[config.mk]
export PLATFORM = sky130hd
export DESIGN_NAME = serial_add_seq
export DESIGN_NICKNAME = d
export VERILOG_FILES = /design/src/rtl/serial_add_pkg.sv /design/src/rtl/serial_add_seq_adder.sv /design/src/rtl/serial_add_seq.sv
export SDC_FILE = /design/constraint.sdc
export NUM_CORES = 1
export LEC_CHECK = 0
export ABC_AREA = 1
export CORE_MARGIN = 4
export CORE_UTILIZATION = 34
export CTS_CLUSTER_DIAMETER = 50
export DETAILED_ROUTE_END_ITERATION = 6
export DONT_BUFFER_PORTS = 1
export SLEW_MARGIN = 0
export SYNTH_ARGS = -nofsm -noshare
export SYNTH_HDL_FRONTEND = slang
export SYNTH_SLANG_ARGS = --single-unit
export TNS_END_PERCENT = 5
[constraint.sdc]
create_clock -name clk -period 1.6 [get_ports clk]
set_input_delay 0.24 -clock clk [delete_from_list [all_inputs] [get_ports clk]]
set_output_delay 0.24 -clock clk [all_outputs]
set_load 0.05 [all_outputs]
[src/rtl/serial_add_pkg.sv]
// Shared definitions for the bit-serial adder sequencer.
//   sas_state_t   : sequencer FSM states (IDLE, RUN, DONE)
//   SAS_MAX_WIDTH : largest supported operand width
package serial_add_pkg;

  typedef enum logic [1:0] {
    IDLE = 2'd0,
    RUN  = 2'd1,
    DONE = 2'd2
  } sas_state_t;

  localparam int SAS_MAX_WIDTH = 32;

endpackage

[src/rtl/serial_add_seq_adder.sv]
// 1-bit full-adder cell.
// Ports:
//   a, b  in  1  addend bits
//   c_in  in  1  carry in
//   o     out 1  sum bit
//   c_out out 1  carry out
module adder (
  output logic o,
  output logic c_out,
  input  logic a,
  input  logic b,
  input  logic c_in
);

  assign o     = a ^ b ^ c_in;
  assign c_out = (a & b) | (a & c_in) | (b & c_in);

endmodule

[src/rtl/serial_add_seq.sv]
// Bit-serial adder sequencer: streams two WIDTH-bit operands LSB-first
// through a single full-adder cell, one bit per clock, collecting the
// sum bits in a result shift register.
// Ports:
//   clk   in  1      rising-edge clock
//   rst_n in  1      asynchronous active-low reset
//   start in  1      request; sampled only in IDLE or DONE
//   a, b  in  WIDTH  operands, captured on an accepted start
//   c_in  in  1      initial carry, captured on an accepted start
//   busy  out 1      high while the add is in progress (state RUN)
//   done  out 1      one-cycle pulse when the result is ready (state DONE)
//   sum   out WIDTH  result, valid while done is high
//   c_out out 1      final carry, valid while done is high
//
// Handshake: start is a level request with no back-pressure. It is
// accepted on any rising edge where the sequencer is in IDLE or DONE and
// ignored while busy. Each accepted start yields exactly one done pulse
// WIDTH+1 cycles later, unless reset intervenes. Holding start through
// the DONE cycle launches the next add back-to-back.
// WIDTH must lie in 2..SAS_MAX_WIDTH.
module serial_add_seq
  import serial_add_pkg::*;
#(
  parameter int WIDTH = 8
) (
  input  logic             clk,
  input  logic             rst_n,
  input  logic             start,
  input  logic [WIDTH-1:0] a,
  input  logic [WIDTH-1:0] b,
  input  logic             c_in,
  output logic             busy,
  output logic             done,
  output logic [WIDTH-1:0] sum,
  output logic             c_out
);

  localparam int CW = $clog2(WIDTH);
  localparam logic [CW-1:0] LAST_BIT = CW'(WIDTH - 1);

  sas_state_t       state;
  logic [WIDTH-1:0] sa;
  logic [WIDTH-1:0] sb;
  logic [WIDTH-1:0] sr;
  logic             carry;
  logic [CW-1:0]    cnt;

  logic fa_o;
  logic fa_c;

  adder u_fa (
    .o    (fa_o),
    .c_out(fa_c),
    .a    (sa[0]),
    .b    (sb[0]),
    .c_in (carry)
  );

  always_ff @(posedge clk or negedge rst_n) begin
    if (!rst_n) begin
      state <= IDLE;
      sa    <= '0;
      sb    <= '0;
      sr    <= '0;
      carry <= 1'b0;
      cnt   <= '0;
    end else begin
      case (state)
        IDLE, DONE: begin
          // DONE with no new request drops back to IDLE; sr and carry
          // are untouched so the result stays visible.
          if (start) begin
            sa    <= a;
            sb    <= b;
            sr    <= '0;
            carry <= c_in;
            cnt   <= '0;
            state <= RUN;
          end else begin
            state <= IDLE;
          end
        end
        RUN: begin
          // Sum bits enter at the top so the first bit computed lands in sr[0].
          sr    <= {fa_o, sr[WIDTH-1:1]};
          sa    <= sa >> 1;
          sb    <= sb >> 1;
          carry <= fa_c;
          if (cnt == LAST_BIT) begin
            state <= DONE;
          end else begin
            cnt <= cnt + 1'b1;
          end
        end
        default: state <= IDLE;
      endcase
    end
  end

  // sr and carry hold the finished result until the next accepted start.
  assign busy  = (state == RUN);
  assign done  = (state == DONE);
  assign sum   = sr;
  assign c_out = carry;

endmodule

==> results.toml, run 1 <==
[final_layout]
register_area_um2 = 751
fill_cells = 466
area_growth_pct = 10.4
drive_gt1_frac = 0.152
nets = 233
multi_input_area_um2 = 616
antenna_cells = 0

[synthesis]
syn_avg_cell_area_um2 = 7.85
synth_top_family_by_area = "simple AND/OR/NAND/NOR gates"
async_flop_share = 1.00
synth-compound-area-share = 0.00628
ys.flop_type = "dfrtp_1"
ys_top_cells_by_area = "dfrtp_1, nand2_1, nand3_1"
yosysTopAreaCell = "dfrtp_1"
postSynthCellCount = 203
ys_seq_area_frac = 0.471
synthAdderAreaFrac = 0.0283
synth_edf_count = 0
ys_types = 20
syn-cell-area_um2 = 1590
ys_top_cells_by_count = "nand2_1, inv_1, nand3_1"
synthMuxAreaShare = 0
syn-num-nets = 226
post-synth-top-area-fraction = 0.471
yosysMostFrequentCell = "nand2_1"
yosys_warnings = 0
ys_ff_latch = 30
synth_xor_area_frac = 0
yosys.area_share.simple = 0.352

[critical_path]
critPathRequiredTime_ps = 1360
cp-end-kind = "output pin"
crit_fanout = 10
r2r-start = "cnt[0]$_DFFE_PN0P_"
critPathMaxStageDelay_ps = 470
path_cells = "buf_4 > nor2_1 > buf_4"
cp-start-kind = "flip-flop"
critical_path.top_delay_family = "flip-flops"
cp_common_cell = "buf_4"
crit_buf_inv = 2
startpoint = "state[0]$_DFFE_PN0P_"
crit_slowest_cell = "dfrtp_1"
worstSetupPathType = "flip-flop to output pin"
worstPathArrival_ps = 1300

[timing]
hold_viol_final = 0
timing.final.ws_setup_ps = 62.0
tightest_slew_ps = 523
fin_crit_sh = 0.961
setup_tns_ps = 0
slew_viol_final = 0
whs_ps = 80.4
post-route-min-period_ps = 1540
relSlewSlack = 0.651
fmax_mhz = 650
rsz0062_at_grt = "no"
setup_viol = 0
fin_skew_ps = 9.45

[floorplan]
io_pins = 31
core_um2 = 4440
rows = 24
die_w_um = 76.5
initial_core_util = 0.359
dieArea_um2 = 5850
die_h_um = 76.5

[detailed_routing]
via_count = 1218
wl_per_cell_um = 11.9
drt-pass1-iter-count = 4
drt_iter0_markers = 64
ant_nets = 0
remaining_drc_errors = 0
vias_per_cell = 4.63
drt-total-wl_mm = 3.12

[clock_network]
cts_buffer_depth = 2
clk_pin_slew_ps = 70
cts_tree = "built"
clk_latency_ps = 290
root_buffer = "clkbuf_8"
ctsResizeCount = 0
ctsHtreeMaxLevel = 2
numClockSinks = 30
cts_buffers = 5

[place]
dp_slack_ps = 298
dp_hpwl_mm = 2.17
routabilityCongestion = 0.761
portBuffers = 0

[global_routing]
grt_max_degree = 31
grt_overflow_total = 0
grt_pass1_wl_mm = 5.50
grt_util_all_layers = 0.122
first_global_vias = 1135
antenna_found_initial = 0

[flow_run]
maxCapViolCount = 0

[power_and_ir_drop]
p_leak_nw = 0.997
vdd_drop_max_v = 0.000476
finalPower_mw = 3.81
power.density_nw_per_um2 = 2170

[status]
status = "complete, no violations"

[min_path]
hp-class = "input port to flip-flop"
min-delay-start = "a[7]"
[state kept, by name (all words and copies together) (netlist names)]
register and cells:
c_out 1, cnt 3, sum 8, state 2
sa 8, sb 8
[per-stage QoR]
stage,cell area (um2),std cells,utilization
detailed placement,1630,253,0.368
global placement,1630,253,0.368
floorplan,1590,203,-
CTS,1760,263,0.396
global route,1760,263,0.396
finish,1760,263,0.396
[worst paths after layout]
path | endpoint | slack, ps | cells after the start
worst max-delay path | done | 60 | 3
worst min-delay path | sa[7]$_DFFE_PN0P_ | 80 | 2
worst max register to register | cnt[1]$_DFFE_PN0P_ | 290 | 7
worst min register to register | sb[3]$_DFFE_PN0P_ | 480 | 2
max in group asynchronous | sa[3]$_DFFE_PN0P_ | 1030 | 2
min in group asynchronous | sb[1]$_DFFE_PN0P_ | 390 | 2
[timing repair]
action	CTS	global route
hold endpoints to repair	30	0
hold buffers	2	0
buffers inserted	0	0
[final cells by class]
class | instances | share of cell area
flip-flops and latches | 30 | 0.427
multi-input cells | 125 | 0.350
inverters | 40 | 0.0896
clock buffers | 6 | 0.0469
repair buffers | 8 | 0.0427
well taps | 52 | 0.0370
clock inverters | 2 | 0.00711
[per-layer routing]
metal	global-route usage	wire length, um	vias to the layer above
met3	0.0556	180	8
met5	0	0	-
li1	-	-	616
met2	0.170	1410	27
met1	0.155	1450	567
met4	0.0707	84	0
[logic make-up after synthesis]
kind of cell | Yosys count
buffers and inverters | 48
and+or+nand+nor | 120
DFF | 30
adders and majority gates | 3
AOI/OAI and AO/OA | 2
[layout by cell type, fill, tap and decap left out]
| cell type | n |
|---|---|
| dfrtp_1 | 30 |
| buf_4 | 6 |
| inv_1 | 36 |
| clkinv_2 | 1 |
| inv_4 | 1 |
| ha_1 | 2 |
| nand2_1 | 67 |
| o21ai_0 | 2 |
| clkinvlp_4 | 1 |
| clkbuf_8 | 6 |
| nand2_8 | 2 |
| nand3_1 | 34 |
| nand2_4 | 1 |
| fa_1 | 1 |
| nor2_1 | 5 |
| inv_2 | 2 |
| buf_12 | 1 |
| or2_0 | 1 |
| nand2_2 | 10 |
| inv_6 | 1 |
| dlygate4sd3_1 | 1 |
[where the power goes]
part           internal (mW)  leakage (nW)  total [mW]  switching (mW)
Combinational          0.559         0.578        1.53           0.970
Clock                  0.345        0.0472       0.646           0.301
Sequential              1.10         0.371        1.64           0.534
Total                   2.01         0.997        3.81            1.80
Note: power is estimated with default switching activity, not from simulation.
==> run 2, diff against run 1 <==
--- a/config.mk
+++ b/config.mk
@@ -8,9 +8,11 @@
 export ABC_AREA = 1
 export CORE_MARGIN = 4
 export CORE_UTILIZATION = 34
+export CTS_BUF_LIST = sky130_fd_sc_hd__clkbuf_4
 export CTS_CLUSTER_DIAMETER = 50
 export DETAILED_ROUTE_END_ITERATION = 6
 export DONT_BUFFER_PORTS = 1
+export SKIP_CTS_REPAIR_TIMING = 1
 export SLEW_MARGIN = 0
 export SYNTH_ARGS = -nofsm -noshare
 export SYNTH_HDL_FRONTEND = slang
==> results.toml, run 2 (synthesized netlist as in run 1, its figures left out) <==
[status]
status = "complete, no violations"

[clock_network]
clk_latency_ps = 340
clk_pin_slew_ps = 110
cts_buffers = 5
numClockSinks = 30
ctsHtreeMaxLevel = 2
cts_buffer_depth = 2
cts_tree = "built"
root_buffer = "clkbuf_4"

[timing]
rsz0062_at_grt = "yes"
fmax_mhz = 640
hold_viol_final = 0
whs_ps = 36.6
fin_crit_sh = 0.976
relSlewSlack = 0.649
tightest_slew_ps = 527
slew_viol_final = 0
post-route-min-period_ps = 1560
setup_tns_ps = 0
fin_skew_ps = 14.5
setup_viol = 0

[floorplan]
die_w_um = 76.5
rows = 24
core_um2 = 4440
die_h_um = 76.5
initial_core_util = 0.359
dieArea_um2 = 5850
io_pins = 31

[place]
dpl_cell_area_um2 = 1630
dp_hpwl_mm = 2.17
routabilityCongestion = 0.761
dpl.cell_count = 253
portBuffers = 0

[final_layout]
layout_common_cells = "nand2_1, inv_1, nand3_1"
finalInstanceArea_um2 = 1730
final_cells = 263
drive_gt1_frac = 0.152
antenna_cells = 0
area_growth_pct = 8.24
nets = 233
final_common_cell = "nand2_1"

[critical_path]
cp-start-kind = "flip-flop"
r2r_slack_ps = 270
cp-end-kind = "output pin"
crit_fanout = 10
worstReg2RegEnd = "cnt[1]$_DFFE_PN0P_"
rr_worst_depth = 7
startpoint = "state[0]$_DFFE_PN0P_"
critPathRequiredTime_ps = 1360
worstSetupPathType = "flip-flop to output pin"
worstPathArrival_ps = 1320
r2r-start = "cnt[0]$_DFFE_PN0P_"

[power_and_ir_drop]
clockPowerShare = 0.121
p_leak_nw = 0.980
p_int_mw = 1.83
switching_share = 0.493
vdd_drop_max_v = 0.000465
p_comb_frac = 0.425
power.switching_mw = 1.78
pwr-share-seq = 0.453
power.density_nw_per_um2 = 2090

[detailed_routing]
vias_per_cell = 4.63
remaining_drc_errors = 0
drt_iter0_markers = 48
wl_per_cell_um = 11.8
ant_nets = 0
via_count = 1217
drt-total-wl_mm = 3.11
drt-pass1-iter-count = 4

[flow_run]
maxCapViolCount = 0

[global_routing]
grt_max_degree = 31
grt_overflow_total = 0
antenna_found_initial = 0
grt_pass1_wl_mm = 5.41
grt_util_all_layers = 0.118
first_global_vias = 1145

[min_path]
hp-class = "input port to flip-flop"
min-delay-start = "a[7]"
worstHoldEndpoint = "sa[7]$_DFFE_PN0P_"
whs_path_depth = 2
-- run 2: cell types whose count changed in the layout (fill, tap and decap cells not counted), sizes merged --
cell / delta
clkinv: +1
clkbuf: -1
-- run 2: per-layer routing --
metal | vias up | track usage | routed length (um)
met1 | 570 | 0.150 | 1440
met2 | 25 | 0.170 | 1450
met5 | - | 0 | 0
met3 | 5 | 0.0402 | 142
li1 | 617 | - | -
met4 | 0 | 0.0761 | 74
-- run 2: layout make-up --
type / count / area, um2
clock buffers: 5 / 37.5
clock inverters: 3 / 16.3
fillers: 475 / 2720
inverters: 40 / 160
multi-input cells: 125 / 616
flip-flops and latches: 30 / 752
well taps: 52 / 65.1
repair buffers: 8 / 78.8
-- run 2: how the worst max path moves through the flow --
| stage | slack [ps] | depth (start not counted) | to |
|---|---|---|---|
| 3_5_place_dp | 300 | 7 | cnt[1]$_DFFE_PN0P_ |
| 5_1_grt | -10 | 3 | done |
| 6_report | 40 | 3 | done |
| 4_1_cts | -10 | 3 | done |
| 2_1_floorplan | 40 | 3 | done |
| 3_3_place_gp | 350 | 7 | cnt[1]$_DFFE_PN0P_ |
-- run 2: power groups by stage --
stage	sequential, mW	clock, mW	combinational (mW)
finish	1.63	0.437	1.53
global route	1.69	0.492	1.81
CTS	1.64	0.459	1.54
detailed placement	1.65	0	1.53
global placement	1.65	0	1.51
floorplan	1.64	0	1.32
-- run 2: critical path: stages, from the launching register on --
cell	delay [ps]
dfrtp_2	480
buf_4	200
nor2_1	110
buf_4	200
-- run 2: through the flow --
stage	util	worst slack (ps)	power, mW
2_1_floorplan	-	38.2	2.96
5_1_grt	0.388	-12.9	3.99
3_3_place_gp	0.368	350	3.16
3_5_place_dp	0.368	298	3.19
6_report	0.388	38.2	3.60
4_1_cts	0.380	-12.4	3.63
==> run 3, diff against run 2 <==
--- a/config.mk
+++ b/config.mk
@@ -6,12 +6,14 @@
 export NUM_CORES = 1
 export LEC_CHECK = 0
 export ABC_AREA = 1
+export CAP_MARGIN = 20
 export CORE_MARGIN = 4
 export CORE_UTILIZATION = 34
 export CTS_BUF_LIST = sky130_fd_sc_hd__clkbuf_4
 export CTS_CLUSTER_DIAMETER = 50
 export DETAILED_ROUTE_END_ITERATION = 6
 export DONT_BUFFER_PORTS = 1
+export MAX_ROUTING_LAYER = met4
 export SKIP_CTS_REPAIR_TIMING = 1
 export SLEW_MARGIN = 0
 export SYNTH_ARGS = -nofsm -noshare
==> results.toml, run 3 (synthesized netlist as in run 1, its figures left out) <==
[clock_network]
cts_buffer_depth = 2
root_buffer = "clkbuf_4"
ctsHtreeMaxLevel = 2
clk_latency_ps = 340
numClockSinks = 30
clk_pin_slew_ps = 110
cts_tree = "built"
cts_buffers = 5

[timing]
hold_viol_final = 0
relSlewSlack = 0.649
post-route-min-period_ps = 1560
fmax_mhz = 640
slew_viol_final = 0
fin_crit_sh = 0.976
rsz0062_at_grt = "yes"
tightest_slew_ps = 527
fin_skew_ps = 14.8
setup_viol = 0
timing.final.ws_setup_ps = 38.2

[final_layout]
drive_gt1_frac = 0.152
multi_input_area_um2 = 616
register_area_um2 = 752
fill_cells = 475
area_growth_pct = 8.24
layout_common_cells = "nand2_1, inv_1, nand3_1"
final_common_cell = "nand2_1"
antenna_cells = 0
nets = 233
final_cells = 263

[global_routing]
antenna_found_initial = 0
grt_max_degree = 31
grt_util_all_layers = 0.122
grt_overflow_total = 0
first_global_vias = 1142
grt_pass1_wl_mm = 5.41

[critical_path]
worstSetupPathType = "flip-flop to output pin"
r2r_slack_ps = 270
r2r-start = "cnt[0]$_DFFE_PN0P_"
rr_worst_depth = 7
crit_slowest_cell = "dfrtp_2"
crit_cells = 3
crit_buf_inv = 2
path_cells = "buf_4 > nor2_1 > buf_4"
cp_common_cell = "buf_4"
crit_end = "done"
critPathMaxStageDelay_ps = 480
worstPathArrival_ps = 1320
crit_fanout = 10
critical_path.top_delay_family = "flip-flops"
startpoint = "state[0]$_DFFE_PN0P_"
cp-start-kind = "flip-flop"
critPathRequiredTime_ps = 1360
worstReg2RegEnd = "cnt[1]$_DFFE_PN0P_"
cp-end-kind = "output pin"

[floorplan]
die_w_um = 76.5
die_h_um = 76.5
rows = 24
io_pins = 31
initial_core_util = 0.359
dieArea_um2 = 5850
core_um2 = 4440

[flow_run]
maxCapViolCount = 0

[detailed_routing]
vias_per_cell = 4.63
drt-pass1-iter-count = 4
remaining_drc_errors = 0
via_count = 1218
ant_nets = 0
wl_per_cell_um = 11.9
drt-total-wl_mm = 3.12
drt_iter0_markers = 48

[power_and_ir_drop]
power.switching_mw = 1.78
vdd_drop_max_v = 0.000466
p_comb_frac = 0.426
clockPowerShare = 0.121
pwr-share-seq = 0.453
power.density_nw_per_um2 = 2090
p_int_mw = 1.83
switching_share = 0.493
p_leak_nw = 0.980

[min_path]
min-delay-start = "a[7]"
hp-class = "input port to flip-flop"

[place]
dp_slack_ps = 298
routabilityCongestion = 0.771
portBuffers = 0
dpl.cell_count = 253
dp_hpwl_mm = 2.17

[status]
status = "complete, no violations"
-- run 3: cell counts in the layout (fill, tap and decap cells not counted) --
Identical to the previous run, type by type.
-- run 3: metal layers --
metal / up-vias / share of wire / GRT usage
li1: 617 / - / -
met1: 570 / 0.46 / 0.150
met2: 26 / 0.47 / 0.170
met3: 5 / 0.051 / 0.0402
met4: 0 / 0.024 / 0.0761
met5: - / 0 / -
-- run 3: worst reg2reg max path, cell delays in order (launching register included) --
cell,delay (ps)
dfrtp_1,420
ha_1,200
ha_1,190
inv_1,70
nand3_1,150
nand2_1,140
nand2_1,60
nand2_1,50
-- run 3: worst min-delay path by stage --
stage | slack [ps] | endpoint | cells past startpoint
5_1_grt | 50 | sa[7]$_DFFE_PN0P_ | 2
2_1_floorplan | -60 | c_out$_DFFE_PN0P_ | 0
3_5_place_dp | -50 | sum[0]$_DFFE_PN0P_ | 0
6_report | 40 | sa[7]$_DFFE_PN0P_ | 2
4_1_cts | -440 | sum[0]$_DFFE_PN0P_ | 0
3_3_place_gp | -50 | sum[0]$_DFFE_PN0P_ | 0
-- run 3: power groups by stage --
stage	clock network, mW	registers, mW	logic, mW
final	0.438	1.63	1.53
after global routing	0.492	1.69	1.81
after CTS	0.459	1.64	1.54
after detailed placement	0	1.65	1.53
after global placement	0	1.65	1.51
after floorplan	0	1.64	1.32
-- run 3: final cells by class --
class | instances | area share
Clock buffer | 5 | 0.0218
Inverter | 40 | 0.0928
Timing Repair Buffer | 8 | 0.0457
Sequential cell | 30 | 0.436
Multi-Input combinational cell | 125 | 0.357
Clock inverter | 3 | 0.00943
Tap cell | 52 | 0.0377
-- run 3: per-stage QoR --
step | setup TNS [ps] | power [mW] | cell area (um2) | util | hold WS [ps]
after floorplan | 0 | 2.96 | 1590 | - | -55.6
after global placement | 0 | 3.16 | 1630 | 0.368 | -54.7
after detailed placement | 0 | 3.19 | 1630 | 0.368 | -54.7
after CTS | -15.5 | 3.63 | 1690 | 0.380 | -437
after global routing | -12.9 | 3.99 | 1730 | 0.388 | 52.9
final | 0 | 3.61 | 1730 | 0.388 | 36.7
